## config.mk

```make
export PLATFORM = sky130hd
export DESIGN_NAME = demux_1x8_collect
export DESIGN_NICKNAME = d
export VERILOG_FILES = /design/src/rtl/demux_1x8_collect.sv
export SDC_FILE = /design/constraint.sdc
export NUM_CORES = 1
export LEC_CHECK = 0
export ABC_CLOCK_PERIOD_IN_PS = 3850
export CORE_MARGIN = 2
export CORE_UTILIZATION = 35
export CTS_BUF_LIST = sky130_fd_sc_hd__clkbuf_8 sky130_fd_sc_hd__clkbuf_16
export DETAILED_ROUTE_END_ITERATION = 10
export PLACE_DENSITY = 0.57
export SYNTH_ARGS = -nofsm -noshare
export SYNTH_HDL_FRONTEND = slang
export SYNTH_SLANG_ARGS = --single-unit
```

## constraint.sdc

```tcl
create_clock -name clk -period 3.85 [get_ports clk]
set_input_delay 0.77 -clock clk [delete_from_list [all_inputs] [get_ports clk]]
set_output_delay 0.77 -clock clk [all_outputs]
set_load 0.005 [all_outputs]
```

## src/rtl/demux_1x8_collect.sv

```systemverilog
// 1-to-8 bit collector: steers (sel, din) beats into an 8-bit frame and presents it on a valid/ready port.
// Optional partial-frame idle timeout is enabled by defining DEMUX_TIMEOUT_EN.
module demux_1x8_collect #(
    parameter int TIMEOUT_CYCLES = 16
) (
    input  logic       clk,
    input  logic       rst_n,
    input  logic       din,
    input  logic [2:0] sel,
    input  logic       in_valid,
    output logic       in_ready,
    output logic [7:0] dout,
    output logic       out_valid,
    input  logic       out_ready,
    output logic       dup_err,
    output logic       timeout
);

    if (TIMEOUT_CYCLES < 2 || TIMEOUT_CYCLES > 255) begin : g_bad_timeout
        $error("TIMEOUT_CYCLES must be in 2..255");
    end

    typedef enum logic {COLLECT, HOLD} state_t;

    state_t     state;
    logic [7:0] shift;
    logic [7:0] mask;
    logic [7:0] shift_nxt;
    logic [7:0] mask_nxt;
    logic       accept;
    logic       expire;

    assign in_ready = rst_n && (state == COLLECT);
    assign accept   = in_valid && in_ready;

    // Frame contents as they would be after merging the current beat.
    always_comb begin
        shift_nxt      = shift;
        mask_nxt       = mask;
        shift_nxt[sel] = din;
        mask_nxt[sel]  = 1'b1;
    end

`ifdef DEMUX_TIMEOUT_EN
    logic [7:0] idle_cnt;

    // An accept on the expiry cycle wins, so expiry requires no accept.
    assign expire = (state == COLLECT) && (mask != 8'h00) && !accept &&
                    (idle_cnt == 8'(TIMEOUT_CYCLES - 1));

    always_ff @(posedge clk) begin
        if (!rst_n) begin
            idle_cnt <= 8'h00;
            timeout  <= 1'b0;
        end else begin
            timeout <= expire;
            if (state != COLLECT || mask == 8'h00 || accept || expire)
                idle_cnt <= 8'h00;
            else
                idle_cnt <= idle_cnt + 8'h01;
        end
    end
`else
    assign expire  = 1'b0;
    assign timeout = 1'b0;
`endif

    always_ff @(posedge clk) begin
        if (!rst_n) begin
            state     <= COLLECT;
            shift     <= 8'h00;
            mask      <= 8'h00;
            dout      <= 8'h00;
            out_valid <= 1'b0;
            dup_err   <= 1'b0;
        end else begin
            dup_err <= accept && mask[sel];
            case (state)
                COLLECT: begin
                    if (accept) begin
                        if (mask_nxt == 8'hFF) begin
                            dout      <= shift_nxt;
                            out_valid <= 1'b1;
                            mask      <= 8'h00;
                            shift     <= 8'h00;
                            state     <= HOLD;
                        end else begin
                            shift <= shift_nxt;
                            mask  <= mask_nxt;
                        end
                    end else if (expire) begin
                        mask  <= 8'h00;
                        shift <= 8'h00;
                    end
                end
                HOLD: begin
                    if (out_ready) begin
                        out_valid <= 1'b0;
                        state     <= COLLECT;
                    end
                end
                default: state <= COLLECT;
            endcase
        end
    end

endmodule

```

=== Word-level counts from Yosys, hierarchy flattened ===
Cells that the tools add are included.

* Bits in registers: 27
* Input port bits: 8
* Output and inout port bits: 12
* Word-level logic and storage cells: 36

* $lt $le $gt $ge: 2
* Equal/unequal tests: 4
* Muxes and demuxes: 15
* Bitwise operators: 2
* Reduce and logical (&&, ||, !) cells: 7

{| class="wikitable"
|+ Operator list
! operator !! number
|-
| $mux W8 || 2
|-
| $bwmux W8 || 1
|-
| $eq A8 B8 Y1 const B || 1
|-
| $mux W1 || 8
|-
| $or A8 B8 Y8 || 1
|-
| $reduce_and A3 Y1 || 2
|-
| $logic_and A1 B1 Y1 || 4
|-
| $lt A3 B4 Y1 const B || 1
|-
| $ne A2 B2 Y1 const B || 2
|-
| $pmux W1 S2 || 2
|-
| $bmux W1 S3 || 1
|-
| $demux W1 S3 || 1
|-
| $ge A3 B1 Y1 const B || 1
|-
| $ne A2 B1 Y1 const B || 1
|-
| $reduce_and A2 Y1 || 1
|-
| $not A1 Y1 || 1
|}

=== Longest topological paths before layout ===
Gate-level depths: netlist of run 1.

* Word-level depth: 9
* Depth in mapped cells: 8
* Depth with buffers taken out: 5

=== Least setup slack after synthesis of run 1 ===
No wires, ideal clock.

* Path kind: in2reg
* Start: input sel[1]
* End: register dout[3]
* Setup time: 0.134 ns
* Arrival time: 2.157 ns
* Data required time: 3.716 ns
* Slack: 1.559 ns
* Stages on the path: 8
* Path buffers: 3
* Cell sequence: and3b_1 > clkbuf_1 > o21ai_1 > a221oi_4 > and2_1 > buf_4 > buf_6 > a211oi_1

* Word-level cells in the longest chain between the ends: 7
* Elaborated cells between the ends (all ways): 9
* Classes of those cells: 2 x order compare; 1 x eq/ne; 3 x mux; 1 x bitwise; 2 x reduce/logical

{| class="wikitable"
|+ RTL lines
! item !! RTL line !! RTL
|-
| start: declaration || 9 || <nowiki>input logic [2:0] sel,</nowiki>
|-
| $lt A3 B4 Y1 (implied by the code) / $ge A3 B1 Y1 (equally long branches) || 40, 41 ||
|-
| $logic_and A1 B1 Y1 (implied by the code) || 40, 41 ||
|-
| $mux W1 (implied by the code) || 40, 41 ||
|-
| $demux W1 S3 * || 40, 41 ||
|-
| $or A8 B8 Y8 (no line) || -- ||
|-
| $eq A8 B8 Y1 || 81 || <nowiki>if (mask_nxt == 8'hFF) begin</nowiki>
|-
| $reduce_and A3 Y1 (no line) || -- ||
|-
| end signal: assignment || 82 || <nowiki>dout <= shift_nxt;</nowiki>
|-
| end: declaration || 12 || <nowiki>output logic [7:0] dout,</nowiki>
|}

Every way passes the cells marked *; elsewhere a longest branch is shown, timed or not.
A chain may end at the register's enable or synchronous reset.

=== Worst setup path in the final report of run 1 ===
* Start: input sel[0]
* End: register dout[1]

Same word-level chain as after synthesis.

==> results of run 1 <==
## power by group through the flow
stage               registers (mW)  logic [mW]  clock network [mW]
finish                       0.286      0.0469               0.159
CTS                          0.286      0.0467               0.165
global placement             0.292      0.0455                   0
global route                 0.287      0.0515               0.175
detailed placement           0.292      0.0459                   0
floorplan                    0.292      0.0281                   0
## area by class of cell
cell class | count | area, um^2 | share of cell area
Clock buffer | 3 | 41.29 | 0.02739
Multi-Input combinational cell | 98 | 649.4 | 0.4307
Timing Repair Buffer | 22 | 210.2 | 0.1394
Clock inverter | 1 | 5.005 | 0.003319
Sequential cell | 27 | 540.5 | 0.3585
Inverter | 1 | 3.754 | 0.002490
Tap cell | 46 | 57.56 | 0.03817
## worst max-delay path by stage
stage          startpoint              endpoint  cells after the start  slack, ns
3_5_place_dp       sel[0]  dout[1]$_SDFFE_PN0P_                      7       0.77
2_1_floorplan      sel[1]  dout[3]$_SDFFE_PN0P_                      8       1.56
6_report           sel[0]  dout[1]$_SDFFE_PN0P_                      7       1.01
5_1_grt            sel[0]  dout[1]$_SDFFE_PN0P_                      7       0.86
3_3_place_gp       sel[0]  dout[1]$_SDFFE_PN0P_                      7       0.80
4_1_cts             rst_n              in_ready                      4       1.03
## kinds of logic after synthesis
family          Yosys count  synth area share
compound gates           53            0.2778
other cells               1          0.002973
mux                       8           0.06349
flops                    27            0.4286
simple gates             36            0.1706
buf+inv                  13           0.05654
## state kept, by name, indices dropped and copies added (netlist names)
signal / cells
dout: 8
mask: 8
shift: 8
dup_err: 1
out_valid: 1
state: 1
## critical path, delay by kind of cell
family	cells	cell delay, ns
simple gates	3	0.79
buf+inv	2	0.84
compound gates	2	0.59
## metrics by stage
stage               cells  worst slack, ns  hold slack, ns
floorplan             138            1.559          0.4647
global route          198           0.8587          0.5413
CTS                   198            1.026          0.5163
global placement      194           0.8043          0.4822
finish                198            1.010          0.5116
detailed placement    194           0.7669          0.4907
## routing by layer
| metal | share of wire | vias to the layer above | wire, um |
|---|---|---|---|
| met5 | 0 | - | 0 |
| met4 | 0.0058 | 0 | 17 |
| met3 | 0.047 | 2 | 137 |
| met2 | 0.46 | 33 | 1358 |
| met1 | 0.49 | 512 | 1432 |
| li1 | - | 539 | - |
## cells in the mapped netlist, types with 2 or more instances
cell type,instances,area share
nor3_1,9,0.036
o21ai_1,2,0.0079
clkbuf_1,7,0.021
a211oi_1,8,0.048
nand2_1,3,0.0089
nand3_1,2,0.0079
buf_4,2,0.012
a21oi_1,16,0.063
mux2i_1,8,0.063
o21ai_0,9,0.036
nor2_1,9,0.027
dfxtp_1,27,0.43
nor3b_2,3,0.030
and3b_1,4,0.028
and2_1,2,0.0099
o21a_1,2,0.012
buf_6,2,0.018
a22oi_1,12,0.071
==> results by group, run 1 <==
Timing
  – Final setup vio count: 0
  – Setup TNS: 0 ns
  – Max Slew Vio Count: 0
  – Final period util: 0.7376
  – FMAX: 0.3521 GHz
  – RSZ-0062 raised after global routing: false
  – Final Hold Violating Endpoints: 0
  – Post-route minimum period: 2.840 ns
  – Clock skew: 0.002775 ns

Placed design
  – Hpwl dp: 2040 um
  – Placed inst area: 0.001461 mm^2
  – Placer Congestion: 0.8712
  – I/O Buffers: 18

Finish
  – Share of cells above drive strength 1: 0.08553
  – Fill cell count: 330
  – Most frequent cells in the layout: 27 x dfxtp_1, 18 x clkdlybuf4s50_1, 16 x a21oi_1
  – Layout net count: 161
  – Diode count: 0
  – Layout area overhead: 19.54%
  – Design area: 0.001508 mm^2
  – Most common cell after layout, fill and taps aside: dfxtp_1
  – Post-layout util: 0.4448

Worst setup path
  – CP Launch Type: input port
  – Worst path cell trace: clkdlybuf4s50_1 -> nor3b_2 -> nand2_1 -> a221oi_4 -> and2_1 -> buf_4 -> a211oi_1
  – Critical Path AT: 3.00 ns
  – Max incr delay on CP: 0.63 ns
  – Critical Path Fanout Max: 15
  – Reg2reg end: dout[1]$_SDFFE_PN0P_
  – Crit end category: flop
  – Reg-to-Reg Start: state$_SDFF_PN0_
  – Slowest-stage cell, CP: clkdlybuf4s50_1
  – Kind of critical path: input port to flop
  – Flop2flop setup slack: 1.76 ns
  – Required time of the critical path: 4.01 ns
  – R2R depth: 6

Power
  – Cell Int Power: 0.3750 mW
  – Leak: 0.5184 nW
  – Combinational Power Share: 0.095
  – Clock power frac: 0.323
  – Tot Pwr: 0.4918 mW
  – Sw frac: 0.2376
  – Psw: 0.1169 mW
  – Worst vdd ir: 0.2867 mV
  – Sequential Power Share: 0.582
  – Power Density: 326.2 mW/mm^2

Drt
  – Remaining DRCs: 0
  – Vias: 1086
  – ANT nets after route: 0
  – Final WL: 2946 um
  – Iteration-0 DRC Markers: 80
  – Routed len/inst: 14.88 um
  – Drt pass-1 iters: 4
  – DR vias/cell: 5.485

Hold path
  – Hold crit path type: flop to flop
  – Hold path depth: 2
  – Hold path start: shift[3]$_SDFFE_PN0P_
  – Hold EP: shift[3]$_SDFFE_PN0P_

Floorplan
  – Core region area: 0.003390 mm^2
  – Ports: 20
  – Rows: 21
  – Die height: 64.03 um
  – Die area: 0.004100 mm^2
  – Die W: 64.03 um
  – Initial core utilization: 0.3721

Clock network
  – # hold bufs at CTS: 0
  – Clock Latency Late Sink: 0.27 ns
  – CTS root buf: clkbuf_8
  – # Post-CTS Setup Buffers: 0
  – CTS tree: yes
  – Clock-pin slew on the worst setup and hold paths: 0.09 ns
  – Clk sink count: 27
  – Clk buf depth: 2
  – Total CTS buffers: 3
  – Post-cts gate resize count: 0
  – Htree depth: 1

Global route
  – Met1 Use GR: 0.2151
  – GRT met2 Usage: 0.2305
  – Gr busiest metal: met2
  – Initial antenna violation count: 0
  – Global-route wire length before repair: 4940 um
  – Total GRT Usage: 0.1504
  – Largest net degree at the start of global routing: 17
  – Vias in the first global route: 1012
  – Met3 usage: 0.03873
  – GR Overflow Total: 0

Logic synthesis
  – Dominant synthesized flop cell: dfxtp_1
  – Mean Syn Cell Area: 9.139 um^2
  – EDFF count, synth: 0
  – FFs w/ async S/R, synth: 0
  – #FFs+latches synth: 27
  – Syn. warnings: 0
  – Sequential area share after synthesis: 0.4286
  – Yosys cell types: 29
  – Gate Count Post-Synth: 138
  – Synth Net Count: 146
  – Synthesized area: 0.001261 mm^2

Run status
  – Status: finished clean

Job
  – Max cap viols: 0
Note: power is estimated with default switching activity, not from simulation.
==> run 2, diff against run 1 <==
--- a/config.mk
+++ b/config.mk
@@ -5,7 +5,7 @@
 export SDC_FILE = /design/constraint.sdc
 export NUM_CORES = 1
 export LEC_CHECK = 0
-export ABC_CLOCK_PERIOD_IN_PS = 3850
+export ABC_CLOCK_PERIOD_IN_PS = 2900
 export CORE_MARGIN = 2
 export CORE_UTILIZATION = 35
 export CTS_BUF_LIST = sky130_fd_sc_hd__clkbuf_8 sky130_fd_sc_hd__clkbuf_16
==> constraint.sdc (replaced) <==
create_clock -name clk -period 2.9 [get_ports clk]
set_input_delay 0.58 -clock clk [delete_from_list [all_inputs] [get_ports clk]]
set_output_delay 0.58 -clock clk [all_outputs]
set_load 0.005 [all_outputs]
==> results by group, run 2 (synthesis gave the netlist of run 1 again) <==
Finish
  – Layout net count: 166 (was 161)
  – Largest regs: dout x8, mask x8, shift x8 (unchanged)
  – Layout area overhead: 23.41% (was 19.54%)
  – Most common cell after layout, fill and taps aside: dfxtp_1 (unchanged)
  – Most frequent cells in the layout: 27 x dfxtp_1, 18 x clkdlybuf4s50_1, 16 x a21oi_1 (unchanged)
  – Non-Filler Instances: 203 (was 198)
  – Post-layout util: 0.4592 (was 0.4448)
  – Share of cells above drive strength 1: 0.1083 (was 0.08553)
  – Design area: 0.001556 mm^2 (was 0.001508 mm^2)
  – Diode count: 0 (unchanged)

Floorplan
  – Rows: 21 (unchanged)
  – Initial core utilization: 0.3721 (unchanged)
  – Ports: 20 (unchanged)
  – Core region area: 0.003390 mm^2 (unchanged)
  – Die W: 64.03 um (unchanged)
  – Die area: 0.004100 mm^2 (unchanged)
  – Die height: 64.03 um (unchanged)

Clock network
  – Clk sink count: 27 (unchanged)
  – # Post-CTS Setup Buffers: 0 (unchanged)
  – CTS root buf: clkbuf_8 (unchanged)
  – Clock Latency Late Sink: 0.27 ns (about the same)
  – Total CTS buffers: 3 (unchanged)
  – Clock-pin slew on the worst setup and hold paths: 0.09 ns (about the same)
  – Htree depth: 1 (unchanged)
  – Clk buf depth: 2 (unchanged)
  – CTS tree: yes (unchanged)
  – # hold bufs at CTS: 0 (unchanged)
  – Post-cts gate resize count: 0 (unchanged)

Global route
  – Initial antenna violation count: 0 (unchanged)
  – Largest net degree at the start of global routing: 27 (was 17)
  – Global-route wire length before repair: 5078 um (was 4940 um)
  – Vias in the first global route: 1048 (was 1012)
  – Total GRT Usage: 0.1567 (was 0.1504)
  – GR Overflow Total: 0 (unchanged)

Run status
  – Status: finished clean (unchanged)

Worst setup path
  – Crit end category: output port (was flop)
  – CP most frequent cell: clkdlybuf4s50_1
  – Reg-to-Reg Start: state$_SDFF_PN0_ (unchanged)
  – Flop2flop setup slack: 1.34 ns (was 1.76 ns)
  – CP Buf/Inv Count: 3 (was 2)
  – Critical Path AT: 1.84 ns (was 3.00 ns)
  – Worst path cell trace: clkdlybuf4s50_1 -> clkinv_1 -> nor2_1 -> clkdlybuf4s50_1 (was clkdlybuf4s50_1 -> nor3b_2 -> nand2_1 -> a221oi_4 -> and2_1 -> buf_4 -> a211oi_1)
  – Kind of critical path: input port to output port (was input port to flop)
  – Crit. Startpoint: rst_n (was sel[0])
  – Max incr delay on CP: 0.56 ns (was 0.63 ns)
  – Critical Path Fanout Max: 6 (was 15)
  – CP top delay family: buffers and inverters (unchanged)
  – CP Launch Type: input port (unchanged)
  – Required time of the critical path: 2.32 ns (was 4.01 ns)
  – Slowest-stage cell, CP: clkdlybuf4s50_1 (unchanged)

Timing
  – Final period util: 0.8339
  – Post-route minimum period: 2.418 ns
  – Max Slew Vio Count: 0 (unchanged)
  – RSZ-0062 raised after global routing: false (unchanged)
  – Final Hold Violating Endpoints: 0 (unchanged)
  – Worst hold margin: 0.5080 ns (was 0.5116 ns)
  – Setup TNS: 0 ns (unchanged)
  – FMAX: 0.4135 GHz
  – Fin worst setup slack: 0.4818 ns (was 1.010 ns)
  – Final setup vio count: 0 (unchanged)
  – Clock skew: 0.002249 ns (was 0.002775 ns)

Job
  – Max cap viols: 0 (unchanged)

Drt
  – ANT nets after route: 0 (unchanged)
  – WL met2: 1350 um (was 1358 um)
  – Highest metal used: met4 (unchanged)
  – DR vias/cell: 5.384 (was 5.485)
  – WL met3: 117 um (was 137 um)
  – Drt pass-1 iters: 4 (unchanged)
  – Routed len/inst: 14.48 um (was 14.88 um)
  – Routed length on met1: 1454 um (was 1432 um)
  – Remaining DRCs: 0 (unchanged)
  – Final WL: 2940 um (was 2946 um)
  – Iteration-0 DRC Markers: 90 (was 80)
  – Vias: 1093 (was 1086)

Placed design
  – Inst Count DP: 199 (was 194)
  – I/O Buffers: 18 (unchanged)
  – Placer Congestion: 0.7759 (was 0.8712)
  – Hpwl dp: 2133 um (was 2040 um)
  – Dpl ws: 0.2483 ns (was 0.7669 ns)
  – Placed inst area: 0.001511 mm^2 (was 0.001461 mm^2)

Hold path
  – Hold crit path type: flop to flop (unchanged)
  – Hold path start: shift[1]$_SDFFE_PN0P_ (was shift[3]$_SDFFE_PN0P_)

Power
  – Power Density: 419.4 mW/mm^2 (was 326.2 mW/mm^2)
  – Leak: 0.5488 nW (was 0.5184 nW)
  – Tot Pwr: 0.6528 mW (was 0.4918 mW)
  – Worst vdd ir: 0.2511 mV (was 0.2867 mV)
## run 2: cell types whose count changed in the layout (fill, tap and decap cells not counted)
cell / delta
buf_4: +4
buf_12: +1
clkinv_2: -1
inv_1: +1
## run 2: area by class of cell
| class | instances | area (um^2) |
|---|---|---|
| fill | 320 | 1833 |
| multi-input combinational | 98 | 649.4 |
| sequential | 27 | 540.5 |
| timing repair buffer | 27 | 260.3 |
| tap | 46 | 57.56 |
| clock buffer | 3 | 41.29 |
| clock inverter | 1 | 3.754 |
| inverter | 1 | 3.754 |
## run 2: routing by layer
metal	GRT usage	vias to the layer above
met5	0	-
li1	-	549
met3	0.03873	5
met1	0.2203	514
met2	0.2383	25
met4	0.04076	0
## run 2: final timing paths
| kind | to | depth (start not counted) |
|---|---|---|
| setup / recovery | in_ready | 4 |
| hold / removal | shift[1]$_SDFFE_PN0P_ | 2 |
| setup reg to reg | dout[1]$_SDFFE_PN0P_ | 6 |
| hold reg to reg | shift[1]$_SDFFE_PN0P_ | 2 |
## run 2: tightest hold or removal path, stage by stage (launching register included)
cell and delay (ns):
dfxtp_1 0.34, a22oi_1 0.07, nor2_1 0.08
## run 2: where the power goes
part           switching (mW)  internal, mW  total, mW  leakage, nW
registers             0.00403         0.376      0.380        0.218
clock network           0.113        0.0949      0.208       0.0269
logic                  0.0361        0.0293     0.0654        0.304
total                   0.153         0.500      0.653        0.549
==> run 3, diff against run 2 <==
--- a/config.mk
+++ b/config.mk
@@ -5,12 +5,12 @@
 export SDC_FILE = /design/constraint.sdc
 export NUM_CORES = 1
 export LEC_CHECK = 0
-export ABC_CLOCK_PERIOD_IN_PS = 2900
+export ABC_CLOCK_PERIOD_IN_PS = 2000
 export CORE_MARGIN = 2
 export CORE_UTILIZATION = 35
 export CTS_BUF_LIST = sky130_fd_sc_hd__clkbuf_8 sky130_fd_sc_hd__clkbuf_16
 export DETAILED_ROUTE_END_ITERATION = 10
-export PLACE_DENSITY = 0.57
+export PLACE_DENSITY = 0.59
 export SYNTH_ARGS = -nofsm -noshare
 export SYNTH_HDL_FRONTEND = slang
 export SYNTH_SLANG_ARGS = --single-unit
==> constraint.sdc (replaced) <==
create_clock -name clk -period 2 [get_ports clk]
set_input_delay 0.4 -clock clk [delete_from_list [all_inputs] [get_ports clk]]
set_output_delay 0.4 -clock clk [all_outputs]
set_load 0.005 [all_outputs]
==> results by group, run 3 (synthesis gave the netlist of run 1 again) <==
Run status
  – Status: finished clean (unchanged)

Clock network
  – CTS tree: yes (unchanged)
  – Clock-pin slew on the worst setup and hold paths: 0.09 ns (about the same)
  – Htree depth: 1 (unchanged)
  – Clk buf depth: 2 (unchanged)
  – Clock Latency Late Sink: 0.27 ns (about the same)
  – Clk sink count: 27 (unchanged)
  – # Post-CTS Setup Buffers: 0 (unchanged)
  – CTS root buf: clkbuf_8 (unchanged)
  – Total CTS buffers: 3 (unchanged)

Timing
  – Final setup vio count: 0 (unchanged)
  – Max Slew Vio Count: 0 (unchanged)
  – Fin worst setup slack: 0.1575 ns (was 0.4818 ns)
  – Worst hold margin: 0.5039 ns (was 0.5080 ns)
  – Final period util: 0.9212
  – Post-route minimum period: 1.842 ns
  – Clock skew: 0.003304 ns (was 0.002249 ns)
  – Final Hold Violating Endpoints: 0 (unchanged)
  – RSZ-0062 raised after global routing: false (unchanged)
  – FMAX: 0.5427 GHz

Floorplan
  – Die W: 64.03 um (unchanged)
  – Initial core utilization: 0.3721 (unchanged)
  – Ports: 20 (unchanged)
  – Rows: 21 (unchanged)
  – Die area: 0.004100 mm^2 (unchanged)
  – Die height: 64.03 um (unchanged)
  – Core region area: 0.003390 mm^2 (unchanged)

Placed design
  – Placed inst area: 0.001587 mm^2 (was 0.001511 mm^2)
  – I/O Buffers: 18 (unchanged)
  – Placer Congestion: 0.7557 (was 0.7759)
  – Dpl ws: -0.2533 ns (was 0.2483 ns)
  – Inst Count DP: 209 (was 199)
  – Hpwl dp: 2171 um (was 2133 um)

Global route
  – Global-route wire length before repair: 4961 um (was 5078 um)
  – Largest net degree at the start of global routing: 27 (unchanged)
  – Total GRT Usage: 0.1560 (was 0.1567)
  – Vias in the first global route: 1039 (was 1048)
  – Initial antenna violation count: 0 (unchanged)
  – GR Overflow Total: 0 (unchanged)

Finish
  – Post-layout util: 0.4836 (was 0.4592)
  – Layout area overhead: 29.96% (was 23.41%)
  – Non-Filler Instances: 213 (was 203)
  – Multi-input gate area: 649.4 um^2 (unchanged)
  – Storage element area: 540.5 um^2 (unchanged)
  – Largest regs: dout x8, mask x8, shift x8 (unchanged)
  – Fill cell count: 332 (was 320)
  – Layout net count: 176 (was 166)
  – Design area: 0.001639 mm^2 (was 0.001556 mm^2)
  – Diode count: 0 (unchanged)
  – Share of cells above drive strength 1: 0.1677 (was 0.1083)
  – Most frequent cells in the layout: 27 x dfxtp_1, 18 x buf_4, 16 x a21oi_1 (was 27 x dfxtp_1, 18 x clkdlybuf4s50_1, 16 x a21oi_1)
  – Most common cell after layout, fill and taps aside: dfxtp_1 (unchanged)

Power
  – Leak: 0.6254 nW (was 0.5488 nW)
  – Power Density: 589.4 mW/mm^2 (was 419.4 mW/mm^2)
  – Worst vdd ir: 0.2487 mV (was 0.2511 mV)

Drt
  – ANT nets after route: 0 (unchanged)
  – Vias: 1125 (was 1093)
  – Iteration-0 DRC Markers: 72 (was 90)
  – Final WL: 2990 um (was 2940 um)
  – Drt pass-1 iters: 4 (unchanged)
  – DR vias/cell: 5.282 (was 5.384)
  – Routed len/inst: 14.04 um (was 14.48 um)
  – Remaining DRCs: 0 (unchanged)

Worst setup path
  – Crit end category: flop (was output port)
  – Required time of the critical path: 2.16 ns (was 2.32 ns)
  – CP Launch Type: input port (unchanged)
  – Kind of critical path: input port to flop (was input port to output port)
  – Critical Path Fanout Max: 26 (was 6)
  – Critical Path AT: 2.01 ns (was 1.84 ns)

Job
  – Max cap viols: 0 (unchanged)

Hold path
  – Hold crit path type: flop to flop (unchanged)
## run 3: cell types whose count changed in the layout (fill, tap and decap cells not counted)
| cell | before | now |
|---|---|---|
| dlymetal6s2s_1 | 0 | 3 |
| clkdlybuf4s50_1 | 18 | 14 |
| buf_4 | 8 | 18 |
| dlygate4sd2_1 | 0 | 1 |
| clkinv_2 | 0 | 1 |
| inv_1 | 1 | 0 |
## run 3: worst paths after layout
| kind | from | to | slack [ns] | cells after the start |
|---|---|---|---|---|
| worst max register to register | state$_SDFF_PN0_ | dout[4]$_SDFFE_PN0P_ | 0.39 | 7 |
| worst max-delay path | rst_n | dout[4]$_SDFFE_PN0P_ | 0.16 | 8 |
| worst min-delay path | shift[1]$_SDFFE_PN0P_ | shift[1]$_SDFFE_PN0P_ | 0.50 | 2 |
| worst min register to register | shift[1]$_SDFFE_PN0P_ | shift[1]$_SDFFE_PN0P_ | 0.50 | 2 |
## run 3: stage by stage
| stage | TNS [ns] | power (mW) |
|---|---|---|
| after global placement | -4.587 | 0.6666 |
| after floorplan | 0 | 0.6155 |
| after detailed placement | -6.025 | 0.6693 |
| final | 0 | 0.9660 |
| after global routing | 0 | 1.015 |
| after CTS | 0 | 0.9771 |
## run 3: metal layers
metal,vias to the layer above,share of wire,GRT usage
li1,569,-,-
met1,525,0.47,0.2007
met2,26,0.48,0.2565
met3,5,0.036,0.02113
met4,0,0.021,0.07337
met5,-,0,0
## run 3: critical path, cell delays in order
cell	delay, ns
clkdlybuf4s50_1	0.50
and3b_1	0.21
o21ai_0	0.09
buf_4	0.14
a221oi_4	0.20
and2_1	0.21
buf_12	0.17
a211oi_1	0.08
## run 3: area by class of cell
type,count,area share
well taps,46,0.03511
repair buffers,37,0.2084
multi-input cells,98,0.3962
inverters,1,0.002290
clock inverters,1,0.003053
flip-flops and latches,27,0.3298
clock buffers,3,0.02519
## run 3: repair_timing
action	4_1_cts	5_1_grt
resized for setup	1	3
hold buffers	0	0
endpoints found under the setup margin	1	26
## run 3: report_power, final
group	internal [mW]	switching (mW)
Clock	0.140	0.169
Combinational	0.0507	0.0555
Sequential	0.545	0.00571
